$ cat config.mk
export PLATFORM = sky130hd
export DESIGN_NAME = rv_thread_sched
export DESIGN_NICKNAME = d
export VERILOG_FILES = /design/src/rtl/rv_thread_sched.sv
export SDC_FILE = /design/constraint.sdc
export NUM_CORES = 1
export LEC_CHECK = 0
export BUFFER_PORTS_ARGS = -buffer_cell sky130_fd_sc_hd__buf_2
export CAP_MARGIN = 20
export CORE_ASPECT_RATIO = 1.5
export CORE_MARGIN = 2
export CORE_UTILIZATION = 40
export CTS_CLUSTER_DIAMETER = 120
export CTS_CLUSTER_SIZE = 25
export DETAILED_ROUTE_END_ITERATION = 10
export SYNTH_ARGS = -nofsm -noshare
export SYNTH_HDL_FRONTEND = slang
export SYNTH_SLANG_ARGS = --single-unit
$ cat constraint.sdc
create_clock -name clk -period 3.3 [get_ports clk]
set_input_delay 0.66 -clock clk [delete_from_list [all_inputs] [get_ports clk]]
set_output_delay 0.66 -clock clk [all_outputs]
set_load 0.02 [all_outputs]
$ cat src/rtl/rv_thread_sched.sv
// Barrel hardware-thread scheduler: round-robin issue of one ready thread
// per cycle to fetch, with per-thread PC, redirect, memory-wait and stop.
//
// Ports:
//   clk, rst_n                      clock, async active-low reset
//   thr_start/_tid/_pc              start an IDLE thread at a PC
//   thr_stop/_tid                   stop a thread (deferred if busy)
//   issue_ready                     fetch accepts an issue
//   issue_valid/_tid/_pc            combinational grant
//   dec_pipe_rst                    registered bubble flag for decode
//   retire_valid/_tid/_pc_load/
//     _target/_mem_en               instruction completion from execute
//   mem_done_valid/_tid             memory access completion
//   thr_active, thr_waiting         per-thread status
module rv_thread_sched #(
  parameter int NTHREADS = 4,
  parameter int TID_W    = 2,
  parameter int XLEN     = 32
) (
  input  logic                clk,
  input  logic                rst_n,
  input  logic                thr_start,
  input  logic [TID_W-1:0]    thr_start_tid,
  input  logic [XLEN-1:0]     thr_start_pc,
  input  logic                thr_stop,
  input  logic [TID_W-1:0]    thr_stop_tid,
  input  logic                issue_ready,
  output logic                issue_valid,
  output logic [TID_W-1:0]    issue_tid,
  output logic [XLEN-1:0]     issue_pc,
  output logic                dec_pipe_rst,
  input  logic                retire_valid,
  input  logic [TID_W-1:0]    retire_tid,
  input  logic                retire_pc_load,
  input  logic [XLEN-1:0]     retire_target,
  input  logic                retire_mem_en,
  input  logic                mem_done_valid,
  input  logic [TID_W-1:0]    mem_done_tid,
  output logic [NTHREADS-1:0] thr_active,
  output logic [NTHREADS-1:0] thr_waiting
);

  typedef enum logic [1:0] {
    IDLE     = 2'd0,
    READY    = 2'd1,
    INFLIGHT = 2'd2,
    WAITMEM  = 2'd3
  } thr_st_e;

  thr_st_e             st_q [NTHREADS];
  thr_st_e             st_d [NTHREADS];
  logic [XLEN-1:0]     pc_q [NTHREADS];
  logic [XLEN-1:0]     pc_d [NTHREADS];
  logic [NTHREADS-1:0] sp_q;
  logic [NTHREADS-1:0] sp_d;
  logic [TID_W-1:0]    rr_q;
  logic [TID_W-1:0]    rr_d;
  logic                dec_q;

  logic                gnt_vld;
  logic [TID_W-1:0]    gnt_tid;
  logic                fire;

  // Scan from farthest to nearest offset so the
  // nearest READY thread after rr_q wins.
  always_comb begin
    logic [TID_W-1:0] idx;
    idx     = '0;
    gnt_vld = 1'b0;
    gnt_tid = '0;
    for (int k = NTHREADS; k >= 1; k--) begin
      idx = rr_q + TID_W'(k);
      if (st_q[idx] == READY) begin
        gnt_vld = 1'b1;
        gnt_tid = idx;
      end
    end
  end

  assign fire = gnt_vld & issue_ready;

  always_comb begin
    logic [TID_W-1:0] tid_i;
    logic             start_i;
    logic             stop_i;
    logic             ret_i;
    logic             done_i;
    logic             fire_i;
    tid_i   = '0;
    start_i = 1'b0;
    stop_i  = 1'b0;
    ret_i   = 1'b0;
    done_i  = 1'b0;
    fire_i  = 1'b0;
    rr_d    = fire ? gnt_tid : rr_q;
    sp_d    = sp_q;
    for (int i = 0; i < NTHREADS; i++) begin
      st_d[i] = st_q[i];
      pc_d[i] = pc_q[i];
      tid_i   = TID_W'(i);
      start_i = thr_start && (thr_start_tid == tid_i);
      stop_i  = thr_stop && (thr_stop_tid == tid_i);
      ret_i   = retire_valid && (retire_tid == tid_i);
      done_i  = mem_done_valid && (mem_done_tid == tid_i);
      fire_i  = fire && (gnt_tid == tid_i);
      unique case (st_q[i])
        IDLE: begin
          if (start_i && !stop_i) begin
            st_d[i] = READY;
            pc_d[i] = thr_start_pc;
          end
        end
        READY: begin
          // A stop racing an issue cannot cancel the
          // fetch, so it becomes a pending stop.
          if (fire_i) begin
            st_d[i] = INFLIGHT;
            sp_d[i] = stop_i;
          end else if (stop_i) begin
            st_d[i] = IDLE;
          end
        end
        INFLIGHT: begin
          if (stop_i) sp_d[i] = 1'b1;
          if (ret_i) begin
            pc_d[i] = retire_pc_load ? retire_target
                                     : pc_q[i] + XLEN'(4);
            if (retire_mem_en) begin
              st_d[i] = WAITMEM;
            end else if (sp_q[i] || stop_i) begin
              st_d[i] = IDLE;
              sp_d[i] = 1'b0;
            end else begin
              st_d[i] = READY;
            end
          end
        end
        WAITMEM: begin
          if (stop_i) sp_d[i] = 1'b1;
          if (done_i) begin
            if (sp_q[i] || stop_i) begin
              st_d[i] = IDLE;
              sp_d[i] = 1'b0;
            end else begin
              st_d[i] = READY;
            end
          end
        end
        default: st_d[i] = IDLE;
      endcase
    end
  end

  always_ff @(posedge clk or negedge rst_n) begin
    if (!rst_n) begin
      for (int i = 0; i < NTHREADS; i++) begin
        st_q[i] <= IDLE;
        pc_q[i] <= '0;
      end
      sp_q  <= '0;
      rr_q  <= TID_W'(NTHREADS - 1);
      dec_q <= 1'b1;
    end else begin
      for (int i = 0; i < NTHREADS; i++) begin
        st_q[i] <= st_d[i];
        pc_q[i] <= pc_d[i];
      end
      sp_q  <= sp_d;
      rr_q  <= rr_d;
      dec_q <= ~fire;
    end
  end

  always_comb begin
    thr_active  = '0;
    thr_waiting = '0;
    for (int i = 0; i < NTHREADS; i++) begin
      thr_active[i]  = (st_q[i] != IDLE);
      thr_waiting[i] = (st_q[i] == WAITMEM);
    end
  end

  assign issue_valid  = gnt_vld;
  assign issue_tid    = gnt_tid;
  assign issue_pc     = pc_q[gnt_tid];
  assign dec_pipe_rst = dec_q;

endmodule

==> results.json, run 1 <==
{
  "io_pins": 125,
  "antenna_found_initial": 6,
  "synth_edf_count": 0,
  "cts_buffer_depth": 2,
  "cts_sinks": 143,
  "grt_pass1_vias": 12330,
  "drtAntennaViolNets": 0,
  "p_total_mw": 14.8,
  "syn_avg_cell_area_um2": 7.96,
  "tritoncts": "yes",
  "hp-class": "input port to asynchronous set/reset pin",
  "drt_iter0_markers": 1150,
  "place_congestion": 0.968,
  "outcome": "complete, no violations",
  "path_clk_slew_ns": 0.07,
  "clk_latency_ns": 0.44,
  "final_nets": 1625,
  "leakagePower_nw": 5.34,
  "core_region_area_mm2": 0.0287,
  "synthToLayoutAreaGrowth_pct": 14.9,
  "final-max-slew-violation-count": 0,
  "fin_crit_sh_pct": 94.6,
  "cp.required_ns": 2.64,
  "critPathLaunch": "rr_q[1]",
  "viasPerCell": 6.53,
  "clock.fmax_mhz": 320,
  "port_buffers": 124,
  "detail_route.wl_per_cell_um": 26.4,
  "critPathKind": "flop to output pin",
  "arrival_ns": 2.46,
  "relSlewSlack_pct": 28.8,
  "yosysTopAreaCell": "dfrtp_1",
  "switching_share_pct": 50.7,
  "vias": 12710,
  "switching_power_mw": 7.51,
  "synth.distinct_cells": 76,
  "die_h_um": 213,
  "netlist_instances": 1463,
  "drive_above_1_share_pct": 16.0,
  "post_cts_buffers": 0,
  "worst_ir_drop_vdd_mv": 0.946,
  "grt-ovfl-total": 0,
  "power.internal_mw": 7.31,
  "cts_root_buffer": "clkbuf_16",
  "power_frac_clock_pct": 15.4,
  "stdcell_count": 1946,
  "syn-num-nets": 1548,
  "drc": 0,
  "firstDrtPassIters": 6,
  "ctsHoldBuffers": 0,
  "start_kind": "flop",
  "grt_use_total_pct": 34.0,
  "combPwrFrac_pct": 56.0,
  "synth_top_area_share_pct": 30.1,
  "yosysWarnings": 0,
  "finalCriticalPeriod_ns": 3.12,
  "h-tree-depth": 4,
  "seqPwrFrac_pct": 28.6,
  "grt_start_max_net_pins": 49,
  "grt_pass1_wl_um": 76500,
  "dp_hpwl_um": 39100,
  "die_w_um": 143,
  "syn_area_mm2": 0.0116,
  "end_kind": "output pin",
  "fin_skew_ns": 0.00851,
  "drv_cap": 0,
  "pwr_density_cell_mw_per_mm2": 1110,
  "hold_violations": 0,
  "dp_cells": 1911,
  "finalSetupViolations": 0,
  "ys_async_sr_fraction_pct": 100,
  "tightest_slew_ns": 1.07,
  "cts_buffers": 17,
  "dieArea_mm2": 0.0305,
  "worst-path-max-fanout": 11,
  "final_core_util_pct": 46.6,
  "drt_wl_total_um": 51400,
  "synth_top_flop_cell": "dfrtp_1",
  "r2r_start": "pc_q[2]",
  "yosysSeqAreaShare_pct": 30.8,
  "initial_core_util_pct": 40.5,
  "synth_area_leaders": "dfrtp_1, mux2i_1, a21oi_1",
  "rsz0062_at_grt": "yes",
  "rows": 76,
  "synth_seq_cells": 143
}
## flip-flops by register name, indices dropped and copies added, names as in the netlist
| signal | count |
|---|---|
| dec_pipe_rst | 1 |
| pc_q | 128 |
| rr_q | 2 |
| sp_q | 4 |
| st_q | 8 |
## routing by layer
layer	part of all wire (%)	track usage, %	vias up
met2	47	56.2	646
met4	12	30.4	8
met1	35	36.7	6083
li1	-	-	5725
met3	6.5	6.57	248
met5	0.097	0	-
## cells in the mapped netlist, types with 8 or more instances
cell	n
dfrtp_1	140
o41ai_1	8
clkbuf_1	86
and4_1	12
mux2i_1	107
o211ai_1	35
xnor2_1	17
o21ai_0	96
or4_1	9
o311ai_0	23
nand2_1	142
a2bb2oi_1	8
nand4_1	38
o31ai_1	16
o31a_1	13
nand2b_1	35
mux2_2	8
a21oi_1	120
nor2_1	103
nor2b_1	13
a211oi_1	9
buf_2	18
xor2_1	11
nand3_1	83
a311o_1	8
and3_1	17
a31oi_1	36
nor4_1	36
o22ai_1	11
and2_1	15
nor3_1	20
inv_1	26
or3_1	10
## layout by cell type (no fill, tap or decap), drive strengths merged, types with 10 or more instances in the layout
master / netlist / layout
mux2i: 107 / 107
and3: 17 / 17
o31ai: 16 / 16
and2: 17 / 17
nor4: 38 / 38
nand3: 83 / 83
dfrtp: 140 / 140
xnor2: 17 / 17
o311ai: 23 / 23
nor2b: 13 / 13
buf: 25 / 176
and4: 13 / 13
nor3: 20 / 20
nand2b: 35 / 35
o211ai: 35 / 35
xor2: 11 / 11
or3: 10 / 10
nand2: 142 / 142
a21oi: 121 / 121
clkbuf: 93 / 23
o21ai: 96 / 96
inv: 27 / 26
nor2: 103 / 103
o22ai: 11 / 11
a31oi: 36 / 36
o31a: 13 / 13
nand4: 40 / 40
a211oi: 10 / 10
## logic make-up (layout without fill, tap and decap cells)
family	count (synthesis)	after routing	share of synthesized area, %
flops	143	143	30.8
simple gates	570	570	25.3
compound gates	457	457	25.9
mux	115	115	9.97
buf+inv	146	236	5.52
xor+xnor	28	28	2.11
other cells	0	3	0
fa+ha+maj	4	4	0.430
## final cells by class
type                    count  area [um2]
diodes                      3        7.51
inverters                  28         106
well taps                 390         488
fillers                  2920       15300
flip-flops and latches    143        3580
clock inverters             9         178
multi-input cells        1174        7460
clock buffers              23         498
repair buffers            176        1060
## final timing paths
check / slack [ns] / endpoint / cells past startpoint
worst max-delay path: 0.18 / issue_pc[29] / 8
worst min-delay path: 0.18 / sp_q[1] / 1
worst max register to register: 0.67 / pc_q[28] / 6
worst min register to register: 0.51 / pc_q[32] / 1
max in group asynchronous: 2.35 / pc_q[41] / 2
min in group clk: 0.50 / pc_q[31] / 3
## critical path: stages (launching register included)
cell and delay [ns]:
dfstp_2 0.59, nand3b_1 0.11, a2bb2oi_1 0.16, nand3_1 0.14
clkinv_2 0.12, buf_4 0.24, mux2i_2 0.32, mux2i_1 0.15
buf_2 0.18
## what timing repair did
item,4_1_cts,5_1_grt
setup endpoints to repair,25,30
gates cloned,0,0
resized for setup,3,6
hold endpoints to repair,0,0
## through the flow
step | setup TNS [ns] | hold slack [ns] | cell area, um2 | setup slack [ns]
final | 0 | 0.177 | 13400 | 0.177
after global routing | -0.00830 | 0.195 | 13400 | -0.00830
after CTS | 0 | 0.179 | 13300 | 0.0472
after detailed placement | 0 | 0.495 | 12700 | 0.277
after global placement | 0 | 0.488 | 12700 | 0.292
after floorplan | 0 | 0.364 | 11600 | 0.457
## power groups by stage
stage | Clock [mW] | Combinational (mW) | Sequential (mW)
global route | 2.37 | 8.99 | 4.31
CTS | 2.30 | 8.16 | 4.16
detailed placement | 0 | 8.10 | 4.18
floorplan | 0 | 5.97 | 3.39
global placement | 0 | 7.97 | 4.21
finish | 2.29 | 8.29 | 4.23
(Power assumes the default switching activity.)
==> inputs of run 2 (changes only) <==
CORE_UTILIZATION = 55   (was 40)
MAX_ROUTING_LAYER = met4   (was unset)
PLACE_DENSITY = 0.75   (was unset)
clock period = 3.85 ns   (was 3.3 ns; I/O delays follow)
==> results.json, run 2 (synthesis gave the netlist of run 1 again) <==
{
  "outcome": "complete, no violations",
  "relSlewSlack_pct": 28.4,
  "r2r_cells": 6,
  "synthToLayoutAreaGrowth_pct": 11.7,
  "start_kind": "flop",
  "drv_cap": 0,
  "grt_start_max_net_pins": 103,
  "drive_above_1_share_pct": 14.7,
  "tightest_slew_ns": 1.06,
  "critPathKind": "flop to output pin",
  "firstDrtPassIters": 9,
  "final_common_cell": "nand2_1",
  "finalSetupViolations": 0,
  "dp_hpwl_um": 37000,
  "detail_route.wl_per_cell_um": 28.4,
  "drc": 0,
  "viasPerCell": 7.35,
  "placed_cell_area_mm2": 0.0124,
  "cts_buffers": 17,
  "initial_core_util_pct": 55.7,
  "r2r_end": "pc_q[79]",
  "postLayoutCellArea_mm2": 0.0130,
  "max_stage_delay_ns": 0.56,
  "worst_ir_drop_vdd_mv": 0.871,
  "grt_use_total_pct": 47.7,
  "p_total_mw": 12.4,
  "cp.buffers_inverters": 3,
  "final_nets": 1610,
  "clock.fmax_mhz": 277,
  "vias": 13277,
  "tritoncts": "yes",
  "cts_root_buffer": "clkbuf_16",
  "place_ws_ns": 0.701,
  "die_w_um": 123,
  "regMostFlops": "pc_q",
  "grt_pass1_wl_um": 76300,
  "ff2ff_setup_slack_ns": 0.97,
  "cp.required_ns": 3.08,
  "final-max-slew-violation-count": 0,
  "largest_register_ffs": 128,
  "r2r_start": "st_q[5]",
  "rsz0062_at_grt": "no",
  "end_kind": "output pin",
  "worst-path-max-fanout": 50,
  "drtAntennaViolNets": 0,
  "drt_wl_total_um": 51300,
  "ctsHoldBuffers": 0,
  "hold_ws_ns": 0.429,
  "die_h_um": 182,
  "antenna_found_initial": 2,
  "layout_common_cells": "nand2_1, dfrtp_1, buf_2, a21oi_1, mux2i_1",
  "hold_violations": 0,
  "drt_iter0_markers": 1605,
  "fin_tns_setup_ns": 0,
  "cp_top_family": "buffers and inverters",
  "crit_path_top_delay_cell": "dfrtp_1",
  "place_congestion": 1.02,
  "rows": 65,
  "cts_buffer_depth": 2,
  "grt_pass1_vias": 12500,
  "port_buffers": 124,
  "layout_setup_ws_ns": 0.237,
  "cts_sinks": 143,
  "clk_latency_ns": 0.45,
  "grt-ovfl-total": 0,
  "core_region_area_mm2": 0.0209,
  "finalCriticalPeriod_ns": 3.61,
  "hp-class": "input port to asynchronous set/reset pin",
  "pwr_density_cell_mw_per_mm2": 955,
  "leakagePower_nw": 5.24,
  "top_regs": "pc_q (128), st_q (8), sp_q (4)",
  "fin_crit_sh_pct": 93.8,
  "arrival_ns": 2.84,
  "crit_chain": "nor2b_2, a2bb2oi_1, nand3_1, clkinv_2, buf_12, mux2i_1, mux2i_1, buf_2",
  "cp_common_cell": "mux2i_1",
  "fin_skew_ns": 0.0128,
  "io_pins": 125,
  "h-tree-depth": 4,
  "dieArea_mm2": 0.0224,
  "path_clk_slew_ns": 0.06
}
-- run 2: how the worst max path moves through the flow --
stage	to	from	slack [ns]	depth (start not counted)
after floorplan	issue_pc[10]	st_q[3]	0.90	6
final	issue_pc[19]	st_q[2]	0.24	8
after detailed placement	issue_pc[9]	st_q[2]	0.70	8
after CTS	issue_pc[9]	st_q[2]	0.23	8
after global routing	issue_pc[19]	st_q[2]	0.07	8
after global placement	issue_pc[22]	st_q[2]	0.70	8
-- run 2: repair_timing --
item,CTS,global route
setup endpoints to repair,0,2
setup buffers,0,0
resized for setup,0,1
-- run 2: worst reg2reg max path, stage by stage (launching register included) --
cell and delay (ns):
dfrtp_1 0.52, buf_4 0.43, nand2b_1 0.44, nor2_1 0.83
nand2_1 0.17, o31a_1 0.27, o21ai_0 0.14
-- run 2: power breakdown --
group,switching (mW),leakage [nW],internal (mW)
logic,4.28,3.24,2.70
clock network,0.674,0.286,1.03
registers,1.49,1.71,2.23
-- run 2: layout make-up --
type / instances / area, um2
Clock inverter: 5 / 77.6
Timing Repair Buffer: 161 / 955
Inverter: 28 / 106
Clock buffer: 26 / 509
Sequential cell: 143 / 3580
Tap cell: 268 / 335
Fill cell: 1916 / 7900
Antenna cell: 2 / 5.00
Multi-Input combinational cell: 1174 / 7440
-- run 2: stage by stage --
step	std cells	util [%]
5_1_grt	1807	62.2
3_5_place_dp	1773	59.4
6_report	1807	62.2
2_1_floorplan	1463	-
3_3_place_gp	1773	59.4
4_1_cts	1804	62.2
-- run 2: per-layer routing --
metal / share of wire (%) / track usage [%]
met1: 32 / 48.4
met2: 45 / 73.0
met3: 9.0 / 10.0
met4: 14 / 49.1
met5: 0 / -
==> inputs of run 3 (changes only) <==
CORE_UTILIZATION = 60   (was 55)
PLACE_DENSITY = 0.81   (was 0.75)
==> results.json, run 3 (synthesis gave the netlist of run 1 again) <==
{
  "switching_power_mw": 6.38,
  "leakagePower_nw": 5.21,
  "top_regs": "pc_q (128), st_q (8), sp_q (4)",
  "io_pins": 125,
  "finalCriticalPeriod_ns": 3.69,
  "rows": 62,
  "power.internal_mw": 5.85,
  "grt-ovfl-total": 0,
  "finalSetupViolations": 0,
  "relSlewSlack_pct": 28.4,
  "grt_pass1_wl_um": 73700,
  "switching_share_pct": 52.2,
  "place_congestion": 1.10,
  "worst-path-max-fanout": 52,
  "die_h_um": 175,
  "cp.buffers_inverters": 3,
  "cp_top_family": "buffers and inverters",
  "r2r_cells": 6,
  "tightest_slew_ns": 1.06,
  "dp_hpwl_um": 35200,
  "r2r_start": "st_q[5]",
  "n_antenna_cell": 0,
  "cp_common_cell": "mux2i_1",
  "final_common_cell": "nand2_1",
  "firstDrtPassIters": 6,
  "post_cts_buffers": 0,
  "h-tree-depth": 4,
  "fin_tns_setup_ns": 0,
  "rsz0062_at_grt": "no",
  "clock.fmax_mhz": 271,
  "grt_use_total_pct": 48.6,
  "dp_cells": 1760,
  "clk_latency_ns": 0.44,
  "drv_cap": 0,
  "worst_ir_drop_vdd_mv": 0.755,
  "drive_above_1_share_pct": 14.4,
  "max_stage_delay_ns": 0.56,
  "cts_sinks": 143,
  "largest_register_ffs": 128,
  "initial_core_util_pct": 61.0,
  "antenna_found_initial": 0,
  "r2r_end": "pc_q[79]",
  "hp-class": "input port to asynchronous set/reset pin",
  "pwr_density_cell_mw_per_mm2": 946,
  "seqCellArea_mm2": 0.00358,
  "arrival_ns": 2.92,
  "routed-wl-met3_um": 4210,
  "wl_met2_um": 22500,
  "core_region_area_mm2": 0.0191,
  "multi_input_area_mm2": 0.00743,
  "cts_buffers": 17,
  "outcome": "complete, no violations",
  "grt_pass1_vias": 12666,
  "seqPwrFrac_pct": 29.6,
  "cts_resized": 0,
  "drtAntennaViolNets": 0,
  "tritoncts": "yes",
  "vias": 13266,
  "port_buffers": 124,
  "detail_route.wl_per_cell_um": 27.1,
  "grt_start_max_net_pins": 66,
  "regMostFlops": "pc_q",
  "cts_buffer_depth": 2,
  "drc": 0,
  "end_kind": "output pin",
  "synthToLayoutAreaGrowth_pct": 11.0,
  "hold_violations": 0,
  "layout_common_cells": "nand2_1, dfrtp_1, buf_2, a21oi_1, mux2i_1",
  "wl_met1_um": 15900,
  "combPwrFrac_pct": 57.5,
  "final-max-slew-violation-count": 0,
  "drt_wl_total_um": 48600,
  "cp.required_ns": 3.08,
  "crit_chain": "nor2b_1, a2bb2oi_1, nand3_1, clkinv_2, buf_12, mux2i_1, mux2i_1, buf_2",
  "critPathKind": "flop to output pin",
  "viasPerCell": 7.40,
  "placed_cell_area_mm2": 0.0124,
  "fin_skew_ns": 0.00692,
  "fin_crit_sh_pct": 95.8,
  "die_w_um": 118,
  "dieArea_mm2": 0.0206,
  "ctsHoldBuffers": 0,
  "cts_root_buffer": "clkbuf_16",
  "start_kind": "flop",
  "final_nets": 1609,
  "nFillCells": 1722,
  "stdcell_count": 1793,
  "power_frac_clock_pct": 12.9,
  "routed.top_layer": "met4",
  "ff2ff_setup_slack_ns": 1.00,
  "crit_path_top_delay_cell": "dfrtp_1",
  "postLayoutCellArea_mm2": 0.0129,
  "path_clk_slew_ns": 0.06,
  "drt_iter0_markers": 1697
}
run 3: changes by cell type in the layout (fill, tap and decap cells not counted):
cell / previous run / this run
o21ai_0: 95 / 96
o21ai_1: 1 / 0
nor2b_2: 4 / 3
clkinvlp_4: 1 / 0
clkbuf_8: 5 / 6
buf_12: 4 / 3
clkbuf_1: 4 / 8
bufinv_16: 2 / 0
diode_2: 2 / 0
clkinv_2: 3 / 2
nor2b_1: 9 / 10
run 3: worst register-to-register path: cells and delay by family, from the launching register on:
family / cells / cell delay [ns]
AOI/OAI and AO/OA: 2 / 0.41
buffers and inverters: 1 / 0.43
DFF: 1 / 0.41
and+or+nand+nor: 3 / 1.52
run 3: per-layer routing:
metal  GRT usage, %  vias to the layer above
met4           45.6                        0
li1               -                     5688
met3           8.42                      364
met2           77.6                     1004
met5              -                        -
met1           50.6                     6210
run 3: per-stage QoR:
stage | utilization (%) | hold slack [ns] | total power [mW] | setup slack, ns
4_1_cts | 67.7 | 0.321 | 12.0 | 0.259
3_5_place_dp | 64.8 | 0.499 | 10.4 | 0.716
2_1_floorplan | - | 0.474 | 8.02 | 0.897
3_3_place_gp | 64.8 | 0.487 | 10.3 | 0.753
5_1_grt | 67.7 | 0.351 | 12.8 | 0.0948
6_report | 67.7 | 0.318 | 12.2 | 0.163
run 3: power by group through the flow:
stage	Clock (mW)	Combinational, mW	Sequential, mW
finish	1.58	7.03	3.62
global route	1.64	7.55	3.65
CTS	1.58	6.90	3.51
detailed placement	0	6.88	3.53
global placement	0	6.77	3.53
floorplan	0	5.11	2.91
run 3: how the worst max path moves through the flow:
stage                  from      endpoint  slack (ns)  depth (start not counted)
floorplan           st_q[3]  issue_pc[10]        0.90                          6
global placement    st_q[0]  issue_pc[18]        0.75                          8
detailed placement  st_q[0]  issue_pc[18]        0.72                          8
CTS                 st_q[0]  issue_pc[18]        0.26                          8
global route        st_q[0]  issue_pc[17]        0.09                          8
finish              st_q[0]  issue_pc[17]        0.16                          8
run 3: layout make-up:
cell class | instances | area share (%)
multi-input combinational | 1174 | 57.5
sequential | 143 | 27.7
timing repair buffer | 160 | 7.23
clock buffer | 31 | 4.16
tap | 256 | 2.48
inverter | 28 | 0.823
clock inverter | 1 | 0.0387
